==> src/rtl/tri_skid_buf.sv <==
// Registered valid/ready skid buffer for gate-stage vectors. Vectors are [0:WIDTH-1], bit 0 is the MSB.
// Optional parity storage and checking is enabled by defining TRI_SKID_PARITY_EN.
module tri_skid_buf #(
    parameter int WIDTH    = 1,
    parameter int DATA_INV = 0
) (
    input  logic             clk,
    input  logic             rst_n,
    input  logic             flush,
    input  logic             in_valid,
    input  logic [0:WIDTH-1] in_data,
    output logic             in_ready,
    output logic             out_valid,
    output logic [0:WIDTH-1] out_data,
    input  logic             out_ready,
`ifdef TRI_SKID_PARITY_EN
    output logic             par_err,
`endif
    output logic [1:0]       occupancy
);

    function automatic logic [0:WIDTH-1] cap_f(input logic [0:WIDTH-1] x);
        if (DATA_INV != 0) begin
            cap_f = ~x;
        end else begin
            cap_f = x;
        end
    endfunction

    function automatic logic even_par_f(input logic [0:WIDTH-1] x);
        even_par_f = ^x;
    endfunction

    logic             r_main_v;
    logic             r_skid_v;
    logic [0:WIDTH-1] r_main_d;
    logic [0:WIDTH-1] r_skid_d;
    logic             r_in_ready;
    logic [1:0]       r_occ;

    logic             w_in_fire;
    logic             w_out_fire;
    logic             w_main_v_nxt;
    logic             w_skid_v_nxt;
    logic             w_load_main_in;
    logic             w_load_main_skid;
    logic             w_load_skid;
    logic [0:WIDTH-1] w_cap_d;

    assign w_in_fire  = in_valid & r_in_ready;
    assign w_out_fire = r_main_v & out_ready;
    assign w_cap_d    = cap_f(in_data);

    // Next-state and load-enable decode over the {main_v, skid_v} state.
    always_comb begin
        w_main_v_nxt     = r_main_v;
        w_skid_v_nxt     = r_skid_v;
        w_load_main_in   = 1'b0;
        w_load_main_skid = 1'b0;
        w_load_skid      = 1'b0;
        if (flush) begin
            // Flush drops everything, including a same-cycle accept.
            w_main_v_nxt = 1'b0;
            w_skid_v_nxt = 1'b0;
        end else begin
            case ({r_main_v, r_skid_v})
                2'b00: begin
                    if (w_in_fire) begin
                        w_main_v_nxt   = 1'b1;
                        w_load_main_in = 1'b1;
                    end else begin
                        w_main_v_nxt = 1'b0;
                    end
                end
                2'b10: begin
                    if (w_in_fire && w_out_fire) begin
                        w_load_main_in = 1'b1;
                    end else if (w_in_fire) begin
                        w_skid_v_nxt = 1'b1;
                        w_load_skid  = 1'b1;
                    end else if (w_out_fire) begin
                        w_main_v_nxt = 1'b0;
                    end else begin
                        w_main_v_nxt = 1'b1;
                    end
                end
                2'b11: begin
                    if (w_out_fire) begin
                        w_skid_v_nxt     = 1'b0;
                        w_load_main_skid = 1'b1;
                    end else begin
                        w_skid_v_nxt = 1'b1;
                    end
                end
                default: begin
                    // Unreachable skid-only state: recover to empty.
                    w_main_v_nxt = 1'b0;
                    w_skid_v_nxt = 1'b0;
                end
            endcase
        end
    end

    // Control state plus registered in_ready and occupancy.
    always_ff @(posedge clk or negedge rst_n) begin
        if (!rst_n) begin
            r_main_v   <= 1'b0;
            r_skid_v   <= 1'b0;
            r_in_ready <= 1'b1;
            r_occ      <= 2'd0;
        end else begin
            r_main_v   <= w_main_v_nxt;
            r_skid_v   <= w_skid_v_nxt;
            r_in_ready <= ~w_skid_v_nxt;
            r_occ      <= {1'b0, w_main_v_nxt} + {1'b0, w_skid_v_nxt};
        end
    end

    // Data registers; flush leaves their contents untouched.
    always_ff @(posedge clk or negedge rst_n) begin
        if (!rst_n) begin
            r_main_d <= '0;
            r_skid_d <= '0;
        end else begin
            if (w_load_main_in) begin
                r_main_d <= w_cap_d;
            end else if (w_load_main_skid) begin
                r_main_d <= r_skid_d;
            end else begin
                r_main_d <= r_main_d;
            end
            if (w_load_skid) begin
                r_skid_d <= w_cap_d;
            end else begin
                r_skid_d <= r_skid_d;
            end
        end
    end

`ifdef TRI_SKID_PARITY_EN
    logic r_main_p;
    logic r_skid_p;
    logic r_par_err;

    // Parity bits travel with their data words.
    always_ff @(posedge clk or negedge rst_n) begin
        if (!rst_n) begin
            r_main_p <= 1'b0;
            r_skid_p <= 1'b0;
        end else begin
            if (w_load_main_in) begin
                r_main_p <= even_par_f(w_cap_d);
            end else if (w_load_main_skid) begin
                r_main_p <= r_skid_p;
            end else begin
                r_main_p <= r_main_p;
            end
            if (w_load_skid) begin
                r_skid_p <= even_par_f(w_cap_d);
            end else begin
                r_skid_p <= r_skid_p;
            end
        end
    end

    // Sticky parity error; only reset clears it, flush does not.
    always_ff @(posedge clk or negedge rst_n) begin
        if (!rst_n) begin
            r_par_err <= 1'b0;
        end else if (r_main_v && (even_par_f(r_main_d) != r_main_p)) begin
            r_par_err <= 1'b1;
        end else begin
            r_par_err <= r_par_err;
        end
    end

    assign par_err = r_par_err;
`endif

    assign out_valid = r_main_v;
    assign out_data  = r_main_d;
    assign in_ready  = r_in_ready;
    assign occupancy = r_occ;

endmodule

==> config.mk <==
export PLATFORM = sky130hd
export DESIGN_NAME = tri_skid_buf
export DESIGN_NICKNAME = d
export VERILOG_FILES = /design/src/rtl/tri_skid_buf.sv
export SDC_FILE = /design/constraint.sdc
export NUM_CORES = 1
export LEC_CHECK = 0
export CORE_AREA = 2 2 39 41
export DETAILED_ROUTE_END_ITERATION = 8
export DIE_AREA = 0 0 41 43
export PLACE_DENSITY = 0.57
export SLEW_MARGIN = 0
export SYNTH_ARGS = -nofsm -noshare
export SYNTH_HDL_FRONTEND = slang
export SYNTH_SLANG_ARGS = --single-unit
export TNS_END_PERCENT = 30
==> constraint.sdc <==
create_clock -name clk -period 2.95 [get_ports clk]
set_input_delay 0.7375 -clock clk [delete_from_list [all_inputs] [get_ports clk]]
set_output_delay 0.7375 -clock clk [all_outputs]
set_load 0.02 [all_outputs]
Word level (Yosys, flattened, before mapping)
Cells that the tools add are included.
Cells by class
  $add $sub $neg: 1
  equal/unequal tests: 2
  multiplexer cells: 21
  bitwise gates (word level): 3
  reduce and logical (&&, ||, !) cells: 3
Operator list (count)
  $mux 1: 18
  $pmux 1 s3: 2
  $eq 2x2->1 const B: 2
  $add 1x1->2: 1
  $and 1x1->1: 2
  $logic_not 2->1: 1
  $pmux 1 s2: 1
  $reduce_bool 2->1: 1
  $logic_and 1x1->1: 1
  $not 1->1: 1
Storage, ports and cells
  bits in registers: 7
  input bits: 6
  output and inout port bits: 5
  word-level logic and storage cells: 36

Depth between registers and ports, before layout
Gate-level depths: netlist (run 1).
  depth after elaboration: 7
  mapped depth: 3
  depth with buffers taken out: 3

Worst setup path after synthesis (run 1)
No wires, ideal clock.
  path type: input-to-reg
  start point: input flush
  end point: register r_main_d (netlist: out_data)
  library setup time: 0.125 ns
  arrival: 1.607 ns
  required time: 2.825 ns
  path slack: 1.218 ns
  cell stages on the path: 3
  buffers on the path: 0
  path through: nor4bb_2 -> mux2_1 -> mux2_2
On the way
  longest elaborated chain between the ends: 2
  elaborated cells between the ends (all ways): 4
  classes of those cells: mux (3); reduce/logical (1)
RTL lines
  start, declared: line 9  | input logic flush,
  $mux 1: line 61  | if (flush) begin
  $mux 1 or $reduce_bool 2->1 (tied branches)
  end signal, assigned: line 126  | r_main_d <= w_cap_d;
  end signal, assigned: line 128  | r_main_d <= r_skid_d;
  end signal, assigned: line 130  | r_main_d <= r_main_d;
  end, declared: line 36  | logic [0:WIDTH-1] r_main_d;
Several ways; a longest one is shown, not always the timed one.
A chain may end at the register's enable or synchronous reset.

Final worst setup path (run 1)
  start point: register r_in_ready (netlist: in_ready)
  end point: output in_ready
RTL lines
  start, declared: line 38  | logic r_in_ready;
  start signal, assigned: line 114  | r_in_ready <= ~w_skid_v_nxt;
  end, declared: line 12  | output logic in_ready,
No word-level cell between the ends.

==> summary.log, run 1 <==
qor: power_and_ir_drop.powerDensity 561 mW/mm²
qor: setup_path.worst_setup_path_end_kind output port
qor: setup_path.worst_r2r_endpoint out_data
qor: floorplan.boundaryPins 11
qor: global_routing.vias_in_the_first_global_route 273
qor: setup_path.worst-r2r-cell-count 3
qor: floorplan.initial_core_util 23.5%
qor: yosys.synth.cells.most_frequent 6 x sky130_fd_sc_hd__dfrtp_1, 2 x sky130_fd_sc_hd__mux2_1, 2 x sky130_fd_sc_hd__nand2_1, 2 x sky130_fd_sc_hd__nand2b_1, 2 x sky130_fd_sc_hd__nor3_1
qor: sta.timing_hold_violations_final 0
qor: setup_path.timing.rr.start in_ready
qor: sta.tightestPinTransition 0.326 ns
qor: finish.area_growth 45.4%
qor: sta.holdWs 0.492 ns
qor: sta.timing_max_transition_violations_final 0
qor: setup_path.worst_path_max_delay_cell sky130_fd_sc_hd__clkdlybuf4s50_1
qor: yosys.synth-main-ff-cell sky130_fd_sc_hd__dfrtp_1
qor: clock_network.insertion_delay 0.25 ns
qor: yosys.async_reset_ff_share 100%
qor: clock_network.post_cts_buffers 0
qor: outcome.result_of_the_run complete, no violations
qor: yosys.post-synth-top-area-cell sky130_fd_sc_hd__dfrtp_1
qor: clock_network.post_cts_resize_count 0
qor: sta.max-slew-margin-rel 78.2%
qor: sta.min_period_over_period 72.8%
qor: placement.place_congestion 0.723
qor: clock_network.cts_buffers 3
qor: sta.setup_viol 0
qor: placement.dp_hpwl 509 µm
qor: placement.portBuffers 10
qor: global_routing.grt.overflow.total 0
qor: finish.n_fill_cell 147
qor: detailed_routing.drt-pass1-iter-count 4
qor: clock_network.cts.path.max_buffers 2
qor: clock_network.numClockSinks 7
qor: yosys.yosys.area.top_type_share 46.2%
qor: yosys.syn_area_per_cell 12.0 µm²
qor: sta.unrepaired_setup_endpoints_after_global_routing false
qor: setup_path.critical_path_peak_fanout 4
qor: setup_path.reg2reg_slack 1.34 ns
qor: detailed_routing.antenna_violating_nets_remaining 0
qor: finish.antenna-diode-count 0
qor: clock_network.clk_root_buffer_cell sky130_fd_sc_hd__clkbuf_4
qor: detailed_routing.avgViaCountPerCell 4.58
qor: setup_path.critical-path-max-stage-delay 0.61 ns
qor: floorplan.core_area 0.00138 mm²
qor: global_routing.grt_pass1_wl 1.11 mm
qor: finish.multi_input_area 145 µm²
qor: yosys.cell_area_after_technology_mapping 325 µm²
qor: yosys.ff_latch_count_synth 7
qor: setup_path.crit_type reg -> out
qor: clock_network.path_clk_slew 0.06 ns
qor: floorplan.die-area 0.00176 mm²
qor: setup_path.cp_num_buf_inv 1
qor: yosys.synthesis.instances 27
qor: yosys.synth-edff-count 0
qor: hold_path.min-delay-path-class reg -> reg
qor: detailed_routing.dr_total_vias 261
qor: power_and_ir_drop.max-vdd-ir-drop 193 µV
qor: yosys.netlist-cell-type-count 18
qor: placement.preCtsSetupSlack 0.583 ns
qor: detailed_routing.wire_per_inst 11.6 µm
qor: flow_run.drv_cap 0
qor: detailed_routing.drt-total-wl 659 µm
qor: setup_path.cp_top_family buffers and inverters
qor: hold_path.min-delay-start r_skid_d
qor: floorplan.fp-row-count 14
qor: clock_network.hold_fix_buffer_count_after_cts 0
qor: yosys.synth-seq-area-share 54.2%
qor: clock_network.tritoncts yes
qor: global_routing.antenna_found_initial 0
qor: finish.nets 48
qor: yosys.synth_most_common_cell sky130_fd_sc_hd__dfrtp_1
qor: setup_path.setup.worst_path.start_class flip-flop
qor: detailed_routing.drcViolationCount 0
qor: sta.finalCriticalPeriod 2.15 ns
qor: power_and_ir_drop.static-leakage-power 0.000197 µW
qor: setup_path.critPathRequiredTime 2.21 ns
qor: global_routing.tot_gr_track_use 10.2%
qor: yosys.mappedNetlistNets 33
qor: floorplan.die_h 43 µm
qor: clock_network.cts_max_level 1
qor: detailed_routing.drt_iter0_markers 10
qor: yosys.ys_warn_count 0
qor: sta.final.setup.tns 0 ns
qor: sta.fin_worst_skew 0.00356 ns
qor: sta.worst_slack 0.802 ns
qor: setup_path.timing.critical_path.cells clkdlybuf4s50_1
qor: finish.share_of_layout_cells_above_drive_strength_1 19.5%
qor: floorplan.width_of_the_die 41 µm
qor: hold_path.worstHoldPathCells 1
qor: yosys.post_synth_main_area_contributors sky130_fd_sc_hd__dfrtp_1 46%, sky130_fd_sc_hd__dfstp_2 8.1%, sky130_fd_sc_hd__mux2_1 6.9%
qor: setup_path.cp_data_arrival_time 1.41 ns
qor: global_routing.pin_count_of_the_biggest_net_entering_global_routing 8
qor: hold_path.hold_end r_skid_d
qor: finish.sequential_cell_area 176 µm²
qor: sta.max_freq 466 MHz
==> power breakdown <==
| part | switching, µW | leakage [µW] | internal, µW |
|---|---|---|---|
| logic | 27.6 | 0.0000907 | 34.5 |
| registers | 6.93 | 0.0000884 | 109 |
| clock network | 37.8 | 0.0000177 | 49.6 |
| total | 72.4 | 0.000197 | 193 |
==> flip-flops by register name (all words and copies together) (netlist names) <==
name       cells
r_skid_d       1
r_skid_v       1
in_ready       1
out_data       1
out_valid      1
occupancy      2
==> metrics by stage <==
step                      cells  area [µm²]  total power, µW  utilization (%)
after floorplan              27         325              148                -
after global placement       53         445              180             32.2
after detailed placement     53         445              180             32.2
after CTS                    57         473              272             34.2
after global routing         57         473              284             34.2
final                        57         473              266             34.2
==> cells in the final DEF, fill, tap and decap left out, drive strengths merged <==
| cell | instances |
|---|---|
| clkdlybuf4s50 | 10 |
| dfrtp | 6 |
| clkbuf | 3 |
| mux2 | 3 |
| nand2b | 2 |
| nor3 | 2 |
| nand2 | 2 |
| and2b | 1 |
| nor4bb | 1 |
| o21bai | 1 |
| a21oi | 1 |
| mux2i | 1 |
| or2 | 1 |
| a211o | 1 |
| o21ai | 1 |
| inv | 1 |
| a211oi | 1 |
| nor4 | 1 |
| clkinv | 1 |
| dfstp | 1 |
==> area by class of cell <==
type	instances	share of cell area [%]
clock buffer	3	4.76
tap	16	4.23
timing repair buffer	10	21.2
inverter	1	0.794
multi-input combinational	19	30.7
clock inverter	1	1.06
sequential	7	37.3
==> worst max-delay path by stage <==
| stage | start | to | slack [ns] | cells past startpoint |
|---|---|---|---|---|
| 2_1_floorplan | flush | out_data | 1.22 | 3 |
| 3_3_place_gp | flush | out_data | 0.61 | 4 |
| 3_5_place_dp | flush | out_data | 0.58 | 4 |
| 4_1_cts | in_ready | in_ready | 0.79 | 1 |
| 5_1_grt | in_ready | in_ready | 0.76 | 1 |
| 6_report | in_ready | in_ready | 0.80 | 1 |
==> logic make-up after synthesis <==
family / count (synthesis) / share of synthesized area [%]
AO/OA/AOI/OAI: 5 / 10.4
buffers and inverters: 1 / 1.15
flip-flops: 7 / 54.2
multiplexers: 4 / 13.5
AND/OR/NAND/NOR: 10 / 20.8
==> routing by layer <==
layer | global-route usage (%) | part of all wire, %
met1 | 11.9 | 44
met2 | 13.8 | 46
met3 | 4.71 | 8.8
met4 | 8.00 | 1.8
met5 | 0 | 0
Power figures use the tool's default switching activity.
==> run 2, diff against run 1 <==
Settings changed: PLACE_DENSITY 0.57 to 0.59.
Clock period 2.95 ns to 1.75 ns, I/O delays scaled along.
==> run 2 against run 1 <==
Count of clock-buffer cells in the layout increased by 1. Combinational power increased by 79%. First-iteration DRC count fell by 90%. Routed wire length is 3.9% higher. Largest power group unchanged. Highest routed layer unchanged.
==> summary.log, run 2 (synthesized netlist as in run 1, its figures left out) <==
qor: finish.area_growth 52.3%
qor: power_and_ir_drop.swShare 26.7%
qor: setup_path.critPathRequiredTime 1.88 ns
qor: clock_network.tritoncts yes
qor: sta.max-slew-margin-rel 80.0%
qor: finish.mostFrequentLayoutCell sky130_fd_sc_hd__clkdlybuf4s50_1
qor: floorplan.initial_core_util 23.5%
qor: setup_path.setup.worst_path.start_class primary input
qor: placement.dp_hpwl 533 µm
qor: global_routing.tot_gr_track_use 10.1%
qor: floorplan.boundaryPins 11
qor: power_and_ir_drop.clock_share_of_power 32.7%
qor: clock_network.clk_root_buffer_cell sky130_fd_sc_hd__clkbuf_4
qor: power_and_ir_drop.share_comb_of_total_power 24.4%
qor: setup_path.worst_setup_path_end_kind flip-flop
qor: power_and_ir_drop.max-vdd-ir-drop 552 µV
qor: detailed_routing.drcViolationCount 0
qor: sta.tightestPinTransition 0.295 ns
qor: sta.finalCriticalPeriod 1.69 ns
qor: setup_path.critical_path_peak_fanout 3
qor: hold_path.min-delay-path-class in -> async
qor: finish.antenna-diode-count 0
qor: detailed_routing.drt-pass1-iter-count 4
qor: sta.unrepaired_setup_endpoints_after_global_routing false
qor: finish.instances_no_fill 60
qor: placement.place_congestion 0.717
qor: global_routing.antenna_found_initial 0
qor: finish.nets 51
qor: power_and_ir_drop.power.switching 122 µW
qor: finish.n_fill_cell 142
qor: sta.min_period_over_period 96.5%
qor: detailed_routing.dr_total_vias 271
qor: detailed_routing.drt-total-wl 685 µm
qor: power_and_ir_drop.power_report.internal_total 334 µW
qor: clock_network.cts_max_level 1
qor: detailed_routing.drt_iter0_markers 1
qor: clock_network.post_cts_buffers 0
qor: clock_network.cts.path.max_buffers 2
qor: detailed_routing.avgViaCountPerCell 4.52
qor: finish.final_core_density 35.8%
qor: global_routing.vias_in_the_first_global_route 278
qor: power_and_ir_drop.powerDensity 919 mW/mm²
qor: detailed_routing.antenna_violating_nets_remaining 0
qor: finish.largest_reg_flops 2
qor: setup_path.cp_data_arrival_time 1.82 ns
qor: finish.mostFrequentLayoutCells 8 x sky130_fd_sc_hd__clkdlybuf4s50_1, 6 x sky130_fd_sc_hd__dfrtp_1, 3 x sky130_fd_sc_hd__clkbuf_4, 3 x sky130_fd_sc_hd__buf_4
qor: floorplan.die-area 0.00176 mm²
qor: floorplan.die_h 43 µm
qor: sta.max_freq 592 MHz
qor: clock_network.numClockSinks 7
qor: floorplan.core_area 0.00138 mm²
qor: placement.post-place-cells 56
qor: global_routing.grt_pass1_wl 1.11 mm
qor: placement.portBuffers 10
qor: floorplan.fp-row-count 14
qor: sta.fin_worst_skew 0.00807 ns
qor: setup_path.crit_type in -> reg
qor: floorplan.width_of_the_die 41 µm
qor: global_routing.grt.overflow.total 0
qor: sta.timing_hold_violations_final 0
qor: outcome.result_of_the_run complete, no violations
qor: power_and_ir_drop.static-leakage-power 0.000219 µW
qor: flow_run.drv_cap 0
qor: clock_network.path_clk_slew 0.05 ns
qor: detailed_routing.wire_per_inst 11.4 µm
qor: clock_network.insertion_delay 0.26 ns
qor: finish.share_of_layout_cells_above_drive_strength_1 22.7%
qor: power_and_ir_drop.seq_power_share 42.9%
qor: sta.setup_viol 0
qor: global_routing.pin_count_of_the_biggest_net_entering_global_routing 8
qor: sta.timing_max_transition_violations_final 0
qor: clock_network.cts_buffers 3
-- run 2: cell types whose count changed in the layout (fill, tap and decap cells not counted) --
cell                              previous run  this run
sky130_fd_sc_hd__buf_4                       0         3
sky130_fd_sc_hd__clkdlybuf4s50_1            10         8
sky130_fd_sc_hd__clkbuf_1                    0         1
sky130_fd_sc_hd__clkinv_2                    1         0
sky130_fd_sc_hd__dlygate4sd2_1               0         1
sky130_fd_sc_hd__dlymetal6s2s_1              0         1
-- run 2: power groups by stage --
stage	Combinational, µW	Sequential, µW	Clock (µW)
after detailed placement	112	198	0
after global routing	122	199	160
final	111	195	149
after floorplan	35.4	215	0
after CTS	112	196	155
after global placement	111	197	0
-- run 2: worst max-delay path, stage by stage --
cell and delay, ns:
sky130_fd_sc_hd__clkdlybuf4s50_1 0.49, sky130_fd_sc_hd__nor4bb_2 0.28, sky130_fd_sc_hd__mux2_1 0.35, sky130_fd_sc_hd__mux2_2 0.26
-- run 2: worst paths after layout --
path                               start      endpoint  slack (ns)  depth (start not counted)
worst max-delay path            in_valid      out_data        0.06                          4
worst min-delay path               rst_n  occupancy[0]        0.43                          1
worst max register to register  in_ready      out_data        0.14                          3
worst min register to register  r_skid_d      r_skid_d        0.49                          1
max in group asynchronous          rst_n      in_ready        1.03                          1
min in group clk                r_skid_d      r_skid_d        0.49                          1
-- run 2: repair_timing --
action | CTS | global route
endpoints found under the setup margin | 1 | 1
resized for setup | 1 | 1
hold buffers | 0 | 0
gates cloned | 0 | 0
-- run 2: routing by layer --
layer	share of wire [%]	vias up	track usage [%]	wire length [µm]
met2	44	13	13.1	304
li1	-	131	-	-
met5	0	-	0	0
met1	39	125	11.3	268
met4	2.5	0	6.00	17
met3	14	2	7.85	95
-- run 2: cell type report --
cell class	instances	area, µm²	area share (%)
Multi-Input combinational cell	19	145	29.3
Sequential cell	7	176	35.6
Timing Repair Buffer	13	124	25.0
Clock buffer	4	26.3	5.30
Inverter	1	3.75	0.758
Tap cell	16	20.0	4.04
-- run 2: metrics by stage --
step / worst slack, ns / setup TNS [ns] / power, µW / hold WS [ns] / instance area, µm²
final: 0.0604 / 0 / 455 / 0.428 / 495
after global routing: 0.0158 / 0 / 481 / 0.452 / 495
after CTS: 0.00535 / 0 / 463 / 0.435 / 493
after detailed placement: -0.219 / -0.335 / 310 / 0.485 / 468
after global placement: -0.243 / -0.329 / 308 / 0.460 / 468
after floorplan: 0.132 / 0 / 250 / 0.142 / 325
==> run 3, diff against run 2 <==
Settings changed: DONT_BUFFER_PORTS set to 1, PLACE_DENSITY 0.59 to 0.48, SLEW_MARGIN 0 to not set.
==> run 3 against run 2 <==
Final cell count shrank 17%. Total power down 9.5%. Core utilization decreased by 7.1 points. Combinational power shrank 54%. Maximum frequency rose by 6.0%. Critical path type is now reg -> reg. Register-to-register slack better by 0.02 ns. Flip-flop and latch count did not move. Sequential power increased by 9%. Routed wire length shrank 3.4%. Die area unchanged.
==> summary.log, run 3 (synthesized netlist as in run 1, its figures left out) <==
qor: floorplan.width_of_the_die 41 µm
qor: hold_path.min-delay-path-class in -> async
qor: clock_network.cts_buffers 3
qor: floorplan.core_area 0.00138 mm²
qor: clock_network.insertion_delay 0.25 ns
qor: sta.min_period_over_period 91.1%
qor: setup_path.worst_r2r_endpoint out_data
qor: finish.mostFrequentLayoutCell sky130_fd_sc_hd__dfrtp_1
qor: global_routing.vias_in_the_first_global_route 262
qor: clock_network.hold_fix_buffer_count_after_cts 1
qor: clock_network.tritoncts yes
qor: finish.share_of_layout_cells_above_drive_strength_1 26.5%
qor: detailed_routing.drcViolationCount 0
qor: global_routing.tot_gr_track_use 10.2%
qor: finish.antenna-diode-count 0
qor: sta.final.setup.tns 0 ns
qor: placement.portBuffers 0
qor: sta.tightestPinTransition 0.318 ns
qor: floorplan.boundaryPins 11
qor: setup_path.setup.worst_path.start_class flip-flop
qor: sta.fin_worst_skew 0.00162 ns
qor: clock_network.post_cts_resize_count 0
qor: detailed_routing.avgViaCountPerCell 4.62
qor: clock_network.numClockSinks 7
qor: detailed_routing.wire_per_inst 13.2 µm
qor: detailed_routing.antenna_violating_nets_remaining 0
qor: placement.preCtsSetupSlack 0.144 ns
qor: floorplan.initial_core_util 23.5%
qor: floorplan.die-area 0.00176 mm²
qor: detailed_routing.drt-pass1-iter-count 4
qor: finish.final_core_density 28.7%
qor: global_routing.pin_count_of_the_biggest_net_entering_global_routing 8
qor: setup_path.reg2reg_slack 0.16 ns
qor: sta.worst_slack 0.156 ns
qor: setup_path.timing.critical_path.cells nor4bb_2 -> mux2_1 -> mux2_2
qor: sta.timing_max_transition_violations_final 0
qor: detailed_routing.dr_total_vias 231
qor: flow_run.drv_cap 0
qor: setup_path.critical-path-max-stage-delay 0.52 ns
qor: power_and_ir_drop.clock_share_of_power 36.1%
qor: sta.unrepaired_setup_endpoints_after_global_routing false
qor: sta.timing_hold_violations_final 0
qor: setup_path.crit_type reg -> reg
qor: detailed_routing.drt_iter0_markers 3
qor: sta.finalCriticalPeriod 1.59 ns
qor: clock_network.cts_max_level 1
qor: setup_path.cp_data_arrival_time 1.73 ns
qor: setup_path.worst-r2r-cell-count 3
qor: sta.setup_viol 0
qor: floorplan.fp-row-count 14
qor: power_and_ir_drop.share_comb_of_total_power 12.5%
qor: setup_path.timing.rr.start in_ready
qor: placement.dp_hpwl 505 µm
qor: power_and_ir_drop.seq_power_share 51.4%
qor: sta.max-slew-margin-rel 78.5%
qor: finish.mostFrequentLayoutCells 6 x sky130_fd_sc_hd__dfrtp_1, 3 x sky130_fd_sc_hd__clkbuf_4
qor: finish.nets 41
qor: power_and_ir_drop.swShare 27.1%
qor: global_routing.grt.overflow.total 0
qor: setup_path.worst_setup_path_end_kind flip-flop
qor: finish.largest_reg_flops 2
qor: placement.place_area 360 µm²
qor: power_and_ir_drop.max-vdd-ir-drop 334 µV
qor: setup_path.critPathRequiredTime 1.88 ns
qor: placement.place_congestion 0.721
qor: outcome.result_of_the_run complete, no violations
qor: power_and_ir_drop.powerDensity 1040 mW/mm²
qor: global_routing.grt_pass1_wl 1.11 mm
qor: clock_network.path_clk_slew 0.05 ns
qor: clock_network.post_cts_buffers 0
qor: clock_network.cts.path.max_buffers 2
qor: power_and_ir_drop.power.switching 112 µW
qor: setup_path.worst_path_max_delay_cell sky130_fd_sc_hd__dfstp_2
qor: sta.holdWs 0.0262 ns
qor: setup_path.critical_path_peak_fanout 2
qor: global_routing.antenna_found_initial 0
qor: finish.area_growth 21.9%
qor: finish.final_design_area_no_fill 397 µm²
qor: power_and_ir_drop.power_report.internal_total 300 µW
qor: sta.max_freq 627 MHz
qor: floorplan.die_h 43 µm
qor: power_and_ir_drop.static-leakage-power 0.000169 µW
qor: clock_network.clk_root_buffer_cell sky130_fd_sc_hd__clkbuf_4
qor: detailed_routing.drt-total-wl 662 µm
==> run 3: worst max-delay path by stage <==
stage / start / endpoint / slack [ns] / cells after the start
after floorplan: in_ready / out_data / 0.13 / 3
after global placement: in_ready / out_data / 0.17 / 3
after detailed placement: in_ready / out_data / 0.14 / 3
after CTS: in_ready / out_data / 0.13 / 3
after global routing: in_ready / out_data / 0.08 / 3
final: in_ready / out_data / 0.16 / 3
==> run 3: power by group through the flow <==
stage | sequential [µW] | combinational [µW] | clock (µW)
floorplan | 215 | 35.4 | 0
global placement | 214 | 46.0 | 0
detailed placement | 215 | 47.5 | 0
CTS | 212 | 52.2 | 152
global route | 215 | 59.5 | 170
finish | 212 | 51.4 | 149
==> run 3: per-layer routing <==
metal	part of all wire [%]	GRT usage [%]
met4	1.2	6.00
met2	48	14.4
met1	42	10.5
met5	0	0
met3	8.5	7.33
==> run 3: through the flow <==
| stage | cells | power, µW |
|---|---|---|
| global route | 50 | 444 |
| floorplan | 27 | 250 |
| finish | 50 | 412 |
| CTS | 50 | 416 |
| detailed placement | 45 | 262 |
| global placement | 45 | 260 |
==> run 3: worst max-delay path: cells and delay by family, from the launching register on <==
kind          cells  cell delay, ns
mux               2            0.61
simple gates      1            0.35
flops             1            0.52
==> run 3: final cells by class <==
| cell class | instances | area, µm² |
|---|---|---|
| Tap cell | 16 | 20.0 |
| Clock buffer | 4 | 26.3 |
| Inverter | 1 | 3.75 |
| Fill cell | 148 | 987 |
| Multi-Input combinational cell | 19 | 145 |
| Timing Repair Buffer | 3 | 25.0 |
| Sequential cell | 7 | 176 |
